## config.mk

```make
export PLATFORM = sky130hd
export DESIGN_NAME = shift_arbiter
export DESIGN_NICKNAME = d
export VERILOG_FILES = /design/src/rtl/shift_pkg.sv /design/src/rtl/shift_arbiter_rr_arb2.sv /design/src/rtl/shifter.sv /design/src/rtl/shift_arbiter.sv
export SDC_FILE = /design/constraint.sdc
export NUM_CORES = 1
export LEC_CHECK = 0
export ABC_CLOCK_PERIOD_IN_PS = 3500
export CAP_MARGIN = 20
export CORE_MARGIN = 2
export CORE_UTILIZATION = 25
export CTS_CLUSTER_SIZE = 24
export DETAILED_ROUTE_END_ITERATION = 6
export PLACE_DENSITY = 0.53
export SLEW_MARGIN = 15
export SYNTH_ARGS = -nofsm -noshare
export SYNTH_HDL_FRONTEND = slang
export SYNTH_SLANG_ARGS = --single-unit
```

## constraint.sdc

```tcl
create_clock -name clk -period 3.5 [get_ports clk]
set_clock_uncertainty 0.15 [all_clocks]
set_input_delay 0.7 -clock clk [delete_from_list [all_inputs] [get_ports clk]]
set_output_delay 0.7 -clock clk [all_outputs]
set_load 0.05 [all_outputs]
```

## src/rtl/shift_pkg.sv

```systemverilog
// Shared definitions for the execute-stage shift unit and its arbiter.
package shift_pkg;

  localparam int unsigned SHAMT_W = 5;

  typedef enum logic [1:0] {
    SHIFT_SLL = 2'b00,
    SHIFT_RSV = 2'b01,
    SHIFT_SRL = 2'b10,
    SHIFT_SRA = 2'b11
  } shift_op_e;

  localparam logic PORT_EXE = 1'b0;
  localparam logic PORT_MDU = 1'b1;

  typedef enum logic {
    SLOT_EMPTY = 1'b0,
    SLOT_FULL  = 1'b1
  } slot_state_e;

endpackage

```

## src/rtl/shift_arbiter_rr_arb2.sv

```systemverilog
// Two-way round-robin arbiter; the pointer names the port favoured on a tie.
module rr_arb2 (
  input  logic       clk,
  input  logic       resetn,
  input  logic [1:0] valid_i,
  input  logic       advance_i,
  output logic [1:0] grant_o
);

  logic ptr_q, ptr_d;

  always_comb begin
    grant_o = valid_i;
    if (valid_i == 2'b11) begin
      grant_o = ptr_q ? 2'b10 : 2'b01;
    end
  end

  always_comb begin
    ptr_d = ptr_q;
    // Favour the other port once the granted one has been served.
    if (advance_i) begin
      ptr_d = grant_o[0];
    end
  end

  always_ff @(posedge clk) begin
    if (!resetn) begin
      ptr_q <= 1'b0;
    end else begin
      ptr_q <= ptr_d;
    end
  end

endmodule

```

## src/rtl/shifter.sv

```systemverilog
// Team combinational barrel shifter; the reserved op yields zero.
module shifter
  import shift_pkg::*;
#(
  parameter int unsigned WIDTH = 32
) (
  input  logic [WIDTH-1:0]   a_i,
  input  logic [SHAMT_W-1:0] shamt_i,
  input  logic [1:0]         op_i,
  output logic [WIDTH-1:0]   y_o
);

  always_comb begin
    y_o = '0;
    case (shift_op_e'(op_i))
      SHIFT_SLL: y_o = a_i << shamt_i;
      SHIFT_SRL: y_o = a_i >> shamt_i;
      SHIFT_SRA: y_o = $unsigned($signed(a_i) >>> shamt_i);
      default:   y_o = '0;
    endcase
  end

endmodule

```

## src/rtl/shift_arbiter.sv

```systemverilog
// Shares one shifter between the execute stage and the mul/div helper,
// registering each result into a single id-tagged output slot.
module shift_arbiter
  import shift_pkg::*;
#(
  parameter int unsigned DATA_WIDTH = 32,
  parameter int unsigned CNT_WIDTH  = 16
) (
  input  logic                  clk,
  input  logic                  resetn,
  input  logic                  req0_valid,
  output logic                  req0_ready,
  input  logic [DATA_WIDTH-1:0] req0_A,
  input  logic [DATA_WIDTH-1:0] req0_B,
  input  logic [1:0]            req0_op,
  input  logic                  req1_valid,
  output logic                  req1_ready,
  input  logic [DATA_WIDTH-1:0] req1_A,
  input  logic [DATA_WIDTH-1:0] req1_B,
  input  logic [1:0]            req1_op,
  output logic                  resp_valid,
  input  logic                  resp_ready,
  output logic [DATA_WIDTH-1:0] resp_data,
  output logic                  resp_id,
  output logic [CNT_WIDTH-1:0]  grant_cnt0,
  output logic [CNT_WIDTH-1:0]  grant_cnt1
);

  slot_state_e           state_q, state_d;
  logic [DATA_WIDTH-1:0] data_q, data_d;
  logic                  id_q, id_d;
  logic [CNT_WIDTH-1:0]  cnt0_q, cnt0_d;
  logic [CNT_WIDTH-1:0]  cnt1_q, cnt1_d;

  logic [1:0]            grant;
  logic                  can_accept;
  logic                  accept0, accept1, accept;
  logic                  sel;
  logic [DATA_WIDTH-1:0] sh_a, sh_y;
  logic [SHAMT_W-1:0]    sh_amt;
  logic [1:0]            sh_op;

  logic unused_b_hi;
  assign unused_b_hi = ^{req0_B[DATA_WIDTH-1:SHAMT_W], req1_B[DATA_WIDTH-1:SHAMT_W]};

  rr_arb2 u_arb (
    .clk       (clk),
    .resetn    (resetn),
    .valid_i   ({req1_valid, req0_valid}),
    .advance_i (accept),
    .grant_o   (grant)
  );

  assign can_accept = (state_q == SLOT_EMPTY) || resp_ready;
  assign req0_ready = resetn && can_accept && grant[0];
  assign req1_ready = resetn && can_accept && grant[1];
  assign accept0    = req0_valid && req0_ready;
  assign accept1    = req1_valid && req1_ready;
  assign accept     = accept0 || accept1;

  assign sel    = grant[1] ? PORT_MDU : PORT_EXE;
  assign sh_a   = sel ? req1_A : req0_A;
  assign sh_amt = sel ? req1_B[SHAMT_W-1:0] : req0_B[SHAMT_W-1:0];
  assign sh_op  = sel ? req1_op : req0_op;

  shifter #(.WIDTH(DATA_WIDTH)) u_shifter (
    .a_i     (sh_a),
    .shamt_i (sh_amt),
    .op_i    (sh_op),
    .y_o     (sh_y)
  );

  always_comb begin
    state_d = state_q;
    data_d  = data_q;
    id_d    = id_q;
    cnt0_d  = cnt0_q;
    cnt1_d  = cnt1_q;
    case (state_q)
      SLOT_EMPTY: begin
        if (accept) state_d = SLOT_FULL;
      end
      SLOT_FULL: begin
        if (!accept && resp_ready) state_d = SLOT_EMPTY;
      end
      default: state_d = SLOT_EMPTY;
    endcase
    if (accept) begin
      data_d = sh_y;
      id_d   = sel;
    end
    if (accept0) cnt0_d = cnt0_q + 1'b1;
    if (accept1) cnt1_d = cnt1_q + 1'b1;
  end

  always_ff @(posedge clk) begin
    if (!resetn) begin
      state_q <= SLOT_EMPTY;
      data_q  <= '0;
      id_q    <= 1'b0;
      cnt0_q  <= '0;
      cnt1_q  <= '0;
    end else begin
      state_q <= state_d;
      data_q  <= data_d;
      id_q    <= id_d;
      cnt0_q  <= cnt0_d;
      cnt1_q  <= cnt1_d;
    end
  end

  assign resp_valid = (state_q == SLOT_FULL);
  assign resp_data  = data_q;
  assign resp_id    = id_q;
  assign grant_cnt0 = cnt0_q;
  assign grant_cnt1 = cnt1_q;

endmodule

```

==> results of run 1 <==
==> layout make-up <==
class / instances / area share (%)
Timing Repair Buffer: 441 / 30.1
Tap cell: 455 / 4.36
Inverter: 11 / 0.316
Sequential cell: 67 / 10.3
Clock buffer: 11 / 1.78
Clock inverter: 5 / 0.469
Multi-Input combinational cell: 991 / 52.8
==> synthesized netlist by cell type, drive strengths merged (5+ instances only) <==
| library cell | count | area (um2) |
|---|---|---|
| mux2i | 114 | 1140 |
| nand2 | 113 | 437 |
| o21ai | 104 | 528 |
| a21oi | 91 | 470 |
| nor2 | 90 | 368 |
| buf | 79 | 469 |
| dfxtp | 67 | 1340 |
| mux2 | 59 | 668 |
| nand3 | 50 | 250 |
| nor3 | 29 | 150 |
| a211oi | 26 | 205 |
| clkbuf | 25 | 93.8 |
| and2 | 21 | 131 |
| a31oi | 20 | 140 |
| o211ai | 19 | 143 |
| xor2 | 18 | 158 |
| a221oi | 15 | 138 |
| or3 | 15 | 93.8 |
| nor2b | 14 | 90.1 |
| o221ai | 11 | 96.3 |
| a221o | 10 | 100 |
| a22o | 10 | 87.6 |
| inv | 10 | 37.5 |
| nor4 | 10 | 68.8 |
| o22ai | 10 | 62.6 |
| and3 | 9 | 56.3 |
| nand2b | 9 | 63.8 |
| o21a | 9 | 67.6 |
| nand4 | 8 | 50.1 |
| o31ai | 8 | 65.1 |
| xnor2 | 7 | 61.3 |
| a2111oi | 6 | 58.8 |
| a211o | 6 | 52.6 |
| mux4 | 6 | 135 |
| o2111ai | 6 | 52.6 |
| a21o | 5 | 37.5 |
| a32o | 5 | 50.1 |
| nand3b | 5 | 37.5 |
==> kinds of logic after synthesis <==
family,count (synthesis),share of synthesized area [%]
AO/OA/AOI/OAI,402,31.3
XOR/XNOR,25,2.51
adder cells (fa/ha/maj),2,0.286
buffers and inverters,115,6.91
flip-flops,67,15.3
multiplexers,179,22.2
AND/OR/NAND/NOR,383,21.4
==> power breakdown <==
part	switching, uW	leakage [uW]	internal, uW
sequential	31.4	0.000544	803
clock	369	0.000144	556
combinational	1380	0.00455	1050
==> worst max-delay path, delay by kind of cell <==
kind	cells	cell delay [ps]
buf+inv	3	850
mux	1	210
compound gates	5	1470
simple gates	2	290
==> final timing paths <==
path	slack (ps)	startpoint	endpoint
worst max-delay path	30	req0_valid	resp_data[9]
worst max register to register	450	u_arb.ptr_q	resp_data[9]
worst min-delay path	320	resp_data[7]	resp_data[7]
worst min register to register	320	resp_data[7]	resp_data[7]
==> per-layer routing <==
metal | global-route usage (%) | vias to the layer above | routed length (um)
met5 | 0 | - | 0
met4 | 8.20 | 0 | 1490
met3 | 3.30 | 72 | 3310
met2 | 40.8 | 483 | 20900
met1 | 33.4 | 5314 | 20300
li1 | - | 5166 | -
==> stage by stage <==
step,instances,util (%)
2_1_floorplan,1173,-
3_3_place_gp,1962,36.7
3_5_place_dp,1962,36.7
4_1_cts,1978,37.7
5_1_grt,1981,37.9
6_report,1981,37.9
==> registers in the layout, indices dropped and copies added, names as in the netlist <==
| register | flops |
|---|---|
| resp_id | 1 |
| grant_cnt0 | 16 |
| resp_valid | 1 |
| u_arb.ptr_q | 1 |
| resp_data | 32 |
| grant_cnt1 | 16 |
==> what timing repair did <==
action | 4_1_cts | 5_1_grt
endpoints found under the hold margin | 0 | 0
endpoints found under the setup margin | 3 | 14
gates resized for setup | 4 | 18
pin swaps | 0 | 1
buffers inserted | 0 | 3
==> metrics.txt, run 1 <==
# TYPE chip_impl_metric gauge
chip_impl_metric{name="fp.coreArea",unit="mm2"} 0.0345
chip_impl_metric{name="endpoint_required_time_on_the_critical_path",unit="ps"} 3580
chip_impl_metric{name="worstRegToRegCells",unit=""} 9
chip_impl_metric{name="clk_transition_reported_paths",unit="ps"} 60
chip_impl_metric{name="worst_pin_slew",unit="ps"} 680
chip_impl_metric{name="summed_negative_setup_slack_over_all_endpoints",unit="ps"} 0
chip_impl_info{name="crit_top_cell",value="sky130_fd_sc_hd__a21oi_1"} 1
chip_impl_metric{name="initial_core_util",unit="%"} 25.4
chip_impl_info{name="rsz_0062_raised_after_global_routing",value="yes"} 1
chip_impl_metric{name="cellPowerDensity",unit="mW/mm2"} 320
chip_impl_metric{name="cts_max_level",unit=""} 3
chip_impl_metric{name="maximum_clock_rate",unit="MHz"} 289
chip_impl_metric{name="grt_antenna_before_repair",unit=""} 1
chip_impl_info{name="cts_tree",value="built"} 1
chip_impl_metric{name="holdBufCountCts",unit=""} 0
chip_impl_metric{name="vias_in_the_first_global_route",unit=""} 11000
chip_impl_metric{name="die-area",unit="mm2"} 0.0365
chip_impl_metric{name="crit_path_max_fanout",unit=""} 13
chip_impl_metric{name="count_of_nets_left_with_antenna_violations_after_detail_routing",unit=""} 0
chip_impl_metric{name="design.portCount",unit=""} 205
chip_impl_metric{name="design_power_total",unit="uW"} 4180
chip_impl_info{name="worstHoldPathType",value="reg -> reg"} 1
chip_impl_metric{name="first_pass_grt_wire_length",unit="um"} 68900
chip_impl_metric{name="final_layout_size_suffix_gt1_share",unit="%"} 28.0
chip_impl_info{name="primary_flip_flop_cell_chosen_by_synthesis_mapping",value="sky130_fd_sc_hd__dfxtp_1"} 1
chip_impl_metric{name="final_weighted_congestion_of_routability_driven_global_placement",unit=""} 1.03
chip_impl_metric{name="routed-via-count",unit=""} 11000
chip_impl_metric{name="drv_slew",unit=""} 0
chip_impl_metric{name="die_w",unit="um"} 191
chip_impl_metric{name="post_route_drc_violation_count",unit=""} 0
chip_impl_metric{name="grt_remaining_overflow",unit=""} 0
chip_impl_metric{name="final_net_count",unit=""} 1660
chip_impl_metric{name="dp_hpwl",unit="um"} 37600
chip_impl_metric{name="num_antenna_cells",unit=""} 0
chip_impl_metric{name="place_ws",unit="ps"} -415
chip_impl_metric{name="cp_slowest_stage_delay",unit="ps"} 440
chip_impl_info{name="cp_cell_sequence",value="clkdlybuf4s50_1, buf_4, nand2b_4, buf_4, a21oi_1, a21oi_1, nor2_1, a21oi_1, mux2i_1, o2111a_1, a2111oi_2"} 1
chip_impl_metric{name="static-leakage-power",unit="uW"} 0.00524
chip_impl_info{name="critPathKind",value="in -> reg"} 1
chip_impl_metric{name="post-route-min-period",unit="ps"} 3470
chip_impl_metric{name="drt_pre_antenna_iters",unit=""} 5
chip_impl_metric{name="yosys_register_bits",unit=""} 67
chip_impl_info{name="status",value="complete, no violations"} 1
chip_impl_metric{name="die_height",unit="um"} 191
chip_impl_metric{name="worstHoldPathCells",unit=""} 2
chip_impl_metric{name="final_setup_vio_count",unit=""} 0
chip_impl_metric{name="setup_slack",unit="ps"} 33.9
chip_impl_metric{name="post_synth_edffs",unit=""} 0
chip_impl_metric{name="synth_area",unit="mm2"} 0.00874
chip_impl_metric{name="port-buffer-count",unit=""} 150
chip_impl_metric{name="worst_case_headroom_to_the_max_slew_limit",unit="%"} 54.5
chip_impl_metric{name="ys.warnings.count",unit=""} 0
chip_impl_metric{name="rows",unit=""} 68
chip_impl_metric{name="first_iter_violations",unit=""} 1095
chip_impl_metric{name="max_cap_violations",unit=""} 0
chip_impl_info{name="layout_common_cells",value="sky130_fd_sc_hd__buf_4, sky130_fd_sc_hd__clkdlybuf4s50_1, sky130_fd_sc_hd__mux2i_1"} 1
chip_impl_metric{name="placed_area",unit="mm2"} 0.0127
chip_impl_metric{name="synth_seq_area_share",unit="%"} 15.3
chip_impl_metric{name="postSynthAreaPerCell",unit="um2"} 7.45
chip_impl_metric{name="postSynth.asyncResetShare",unit="%"} 0
chip_impl_metric{name="cts.sink_count",unit=""} 67
chip_impl_info{name="clock-root-buffer",value="sky130_fd_sc_hd__clkbuf_16"} 1
chip_impl_metric{name="largest_net_degree_at_the_start_of_global_routing",unit=""} 34
chip_impl_metric{name="synthCells",unit=""} 1173
chip_impl_metric{name="routed_wl",unit="um"} 46000
chip_impl_info{name="most_common_cell_after_layout_fill_and_taps_aside",value="sky130_fd_sc_hd__buf_4"} 1
chip_impl_metric{name="wire_per_inst",unit="um"} 23.2
chip_impl_info{name="worstSetupStartpointType",value="input port"} 1
chip_impl_metric{name="grt_use_total",unit="%"} 24.8
chip_impl_metric{name="timing_hold_violations_final",unit=""} 0
chip_impl_metric{name="layout-area-overhead-vs-synth",unit="%"} 49.5
chip_impl_metric{name="worst_skew_pair.late_latency",unit="ps"} 340
chip_impl_metric{name="vdd.ir_drop.worst",unit="mV"} 0.229
chip_impl_metric{name="register_area",unit="mm2"} 0.00134
chip_impl_metric{name="worst_hold_slack",unit="ps"} 325
chip_impl_metric{name="cts_buffers",unit=""} 9
chip_impl_metric{name="viasPerCell",unit=""} 5.57
chip_impl_info{name="worst_setup_path_end_kind",value="flip-flop"} 1
chip_impl_metric{name="timing.final.crit_share",unit="%"} 99.0
chip_impl_metric{name="design_area",unit="mm2"} 0.0131
chip_impl_metric{name="synthesis.nets",unit=""} 1312
chip_impl_metric{name="post_synth_num_cell_types",unit=""} 83
chip_impl_metric{name="clk_path_buf_depth",unit=""} 2
chip_impl_metric{name="area_occupied_by_multi_input_gates",unit="mm2"} 0.00689
chip_impl_info{name="worst_path_max_delay_cell",value="sky130_fd_sc_hd__clkdlybuf4s50_1"} 1
chip_impl_metric{name="fillCellCount",unit=""} 3587
chip_impl_metric{name="critPathArrivalTime",unit="ps"} 3550
Power figures use the tool's default switching activity.
==> inputs of run 2 (changes only) <==
- MAX_ROUTING_LAYER: not set -> met4
==> run 2 against run 1 <==
Net effect: setup slack improved by 28 ps; fmax rose by 0.80%; clock-buffer cell count fell by 2; utilization rose by 0.20 points; critical path depth did not move; cell count rose by 0.35%.
==> metrics.txt, run 2 (same netlist as run 1, synthesis figures left out) <==
# TYPE chip_impl_metric gauge
chip_impl_info{name="worstHoldPathType",value="reg -> reg"} 1
chip_impl_metric{name="largest_reg_flops",unit=""} 32
chip_impl_info{name="layout_common_cells",value="sky130_fd_sc_hd__buf_4, sky130_fd_sc_hd__clkdlybuf4s50_1, sky130_fd_sc_hd__mux2i_1"} 1
chip_impl_metric{name="clk_path_buf_depth",unit=""} 2
chip_impl_metric{name="cts_buffers",unit=""} 9
chip_impl_metric{name="die_height",unit="um"} 191
chip_impl_metric{name="cts.sink_count",unit=""} 67
chip_impl_info{name="worst_path_max_delay_cell",value="sky130_fd_sc_hd__o31ai_1"} 1
chip_impl_info{name="most_common_cell_after_layout_fill_and_taps_aside",value="sky130_fd_sc_hd__buf_4"} 1
chip_impl_metric{name="final_setup_vio_count",unit=""} 0
chip_impl_metric{name="first_iter_violations",unit=""} 978
chip_impl_metric{name="worst_case_headroom_to_the_max_slew_limit",unit="%"} 44.6
chip_impl_info{name="reg2reg_from",value="u_arb.ptr_q"} 1
chip_impl_metric{name="timing_hold_violations_final",unit=""} 0
chip_impl_info{name="worst_r2r_endpoint",value="resp_data[21]"} 1
chip_impl_info{name="status",value="complete, no violations"} 1
chip_impl_info{name="worst_setup_path_startpoint",value="req0_valid"} 1
chip_impl_info{name="critPathKind",value="in -> reg"} 1
chip_impl_info{name="grt.busiest_layer",value="met2"} 1
chip_impl_metric{name="dp_hpwl",unit="um"} 37600
chip_impl_metric{name="holdBufCountCts",unit=""} 0
chip_impl_metric{name="clk_transition_reported_paths",unit="ps"} 60
chip_impl_metric{name="sequential_group_share_of_total_power",unit="%"} 19.2
chip_impl_info{name="cp_top_family",value="compound AO/OA/AOI/OAI gates"} 1
chip_impl_metric{name="post_route_drc_violation_count",unit=""} 0
chip_impl_metric{name="vdd.ir_drop.worst",unit="mV"} 0.260
chip_impl_info{name="worstSetupStartpointType",value="input port"} 1
chip_impl_metric{name="layout-area-overhead-vs-synth",unit="%"} 50.3
chip_impl_metric{name="num_antenna_cells",unit=""} 0
chip_impl_metric{name="share_clk_of_total_power",unit="%"} 24.5
chip_impl_metric{name="routed_wl",unit="um"} 46000
chip_impl_metric{name="count_of_nets_left_with_antenna_violations_after_detail_routing",unit=""} 0
chip_impl_metric{name="cellPowerDensity",unit="mW/mm2"} 329
chip_impl_info{name="holdCritStartpoint",value="resp_data[11]"} 1
chip_impl_metric{name="rows",unit=""} 68
chip_impl_metric{name="timing.final.crit_share",unit="%"} 98.2
chip_impl_metric{name="die_w",unit="um"} 191
chip_impl_metric{name="fp.coreArea",unit="mm2"} 0.0345
chip_impl_metric{name="summed_negative_setup_slack_over_all_endpoints",unit="ps"} 0
chip_impl_info{name="clock-root-buffer",value="sky130_fd_sc_hd__clkbuf_16"} 1
chip_impl_info{name="rsz_0062_raised_after_global_routing",value="yes"} 1
chip_impl_metric{name="maximum_clock_rate",unit="MHz"} 291
chip_impl_metric{name="final_core_utilization",unit="%"} 38.1
chip_impl_info{name="cts_tree",value="built"} 1
chip_impl_metric{name="critPathArrivalTime",unit="ps"} 3520
chip_impl_metric{name="max_cap_violations",unit=""} 0
chip_impl_metric{name="largest_net_degree_at_the_start_of_global_routing",unit=""} 41
chip_impl_metric{name="worstHoldPathCells",unit=""} 1
chip_impl_metric{name="design_power_total",unit="uW"} 4320
chip_impl_metric{name="die-area",unit="mm2"} 0.0365
chip_impl_metric{name="power.share.switching",unit="%"} 40.9
chip_impl_metric{name="grt_use_total",unit="%"} 25.5
chip_impl_metric{name="post-route-min-period",unit="ps"} 3440
chip_impl_metric{name="drv_slew",unit=""} 0
chip_impl_metric{name="cp_slowest_stage_delay",unit="ps"} 710
chip_impl_metric{name="final_layout_size_suffix_gt1_share",unit="%"} 28.0
chip_impl_metric{name="endpoint_required_time_on_the_critical_path",unit="ps"} 3580
chip_impl_metric{name="fillCellCount",unit=""} 3633
chip_impl_metric{name="groute.layer.met1.usage",unit="%"} 33.6
chip_impl_metric{name="grt_remaining_overflow",unit=""} 0
chip_impl_metric{name="grt_antenna_before_repair",unit=""} 0
chip_impl_metric{name="wire_per_inst",unit="um"} 23.2
chip_impl_metric{name="first_pass_grt_wire_length",unit="um"} 68300
chip_impl_metric{name="cts_max_level",unit=""} 3
chip_impl_metric{name="use_met2",unit="%"} 39.7
chip_impl_metric{name="count_of_buffer_and_inverter_cells_on_the_critical_path",unit=""} 5
chip_impl_metric{name="drt_pre_antenna_iters",unit=""} 6
chip_impl_metric{name="final_net_count",unit=""} 1668
chip_impl_metric{name="intPower",unit="uW"} 2550
chip_impl_info{name="min_to",value="resp_data[11]"} 1
chip_impl_metric{name="r2r_setup_slack",unit="ps"} 510
chip_impl_metric{name="worst_skew_pair.late_latency",unit="ps"} 340
chip_impl_metric{name="port-buffer-count",unit=""} 150
chip_impl_metric{name="worstRegToRegCells",unit=""} 9
chip_impl_metric{name="viasPerCell",unit=""} 5.59
chip_impl_metric{name="worst_pin_slew",unit="ps"} 824
chip_impl_info{name="worst_setup_path_end_kind",value="flip-flop"} 1
chip_impl_metric{name="routed-via-count",unit=""} 11100
chip_impl_info{name="crit_top_cell",value="sky130_fd_sc_hd__buf_4"} 1
chip_impl_metric{name="design.portCount",unit=""} 205
chip_impl_metric{name="power.combinational.fraction",unit="%"} 56.3
chip_impl_metric{name="crit_path_max_fanout",unit=""} 20
chip_impl_metric{name="initial_core_util",unit="%"} 25.4
chip_impl_metric{name="static-leakage-power",unit="uW"} 0.00528
chip_impl_metric{name="final_weighted_congestion_of_routability_driven_global_placement",unit=""} 0.978
chip_impl_info{name="cp_cell_sequence",value="clkdlybuf4s50_1, buf_4, nand2b_4, buf_4, nand3_1, and2_2, buf_12, buf_4, o31ai_1, a221oi_1, a221o_1"} 1
chip_impl_metric{name="p_switching",unit="uW"} 1770
chip_impl_metric{name="grt_use_met3",unit="%"} 3.62
chip_impl_metric{name="vias_in_the_first_global_route",unit=""} 10900
[run 2: changes by cell type in the layout (fill, tap and decap cells not counted), sizes merged]
cell / previous run / this run
clkbuf: 11 / 9
clkinvlp: 0 / 1
buf: 297 / 305
bufinv: 1 / 3
clkinv: 4 / 3
inv: 11 / 10
[run 2: per-layer routing]
layer | share of wire (%) | up-vias | routed length, um
li1 | - | 5192 | -
met1 | 45 | 5346 | 20700
met2 | 45 | 492 | 20600
met3 | 6.5 | 85 | 2980
met4 | 3.9 | 0 | 1800
met5 | 0 | - | 0
[run 2: cell type report]
type                            count  area, um2  share of cell area, %
Clock buffer                        9        225                   1.71
Multi-Input combinational cell    991       6860                   52.2
Sequential cell                    67       1340                   10.2
Inverter                           11       41.3                  0.314
Timing Repair Buffer              449       3990                   30.4
Clock inverter                      6        115                  0.876
Tap cell                          455        569                   4.33
[run 2: timing repair]
item	in CTS	in global routing
buffers inserted	0	0
resized for setup	1	13
pin swaps	0	0
endpoints found under the setup margin	2	11
gates cloned	0	0
[run 2: power by group through the flow]
stage,Combinational (uW),Clock (uW),Sequential (uW)
after global routing,2560,1120,837
after floorplan,1050,0,976
after global placement,2380,0,849
final,2440,1060,832
after CTS,2390,1080,834
after detailed placement,2370,0,850
[run 2: worst max path at each step]
| stage | cells past startpoint | slack, ps | to |
|---|---|---|---|
| 2_1_floorplan | 9 | 180 | grant_cnt0[13] |
| 3_3_place_gp | 12 | -430 | resp_data[29] |
| 3_5_place_dp | 12 | -350 | resp_data[29] |
| 4_1_cts | 12 | 40 | resp_data[26] |
| 5_1_grt | 11 | -6 | resp_data[21] |
| 6_report | 11 | 60 | resp_data[21] |
[run 2: per-stage QoR]
step                hold WS [ps]  cell area [um2]  worst slack (ps)  std cells
global placement             301            12700              -431       1973
detailed placement           317            12700              -354       1973
finish                       328            13100              61.4       1988
global route                 349            13100             -5.97       1988
CTS                          331            13100              35.6       1988
floorplan                    329             8740               178       1173
==> inputs of run 3 (changes only) <==
- CAP_MARGIN: 20 -> not set
==> results of run 3 <==
No change in the layout: final DEF, timing and power equal those of run 2.
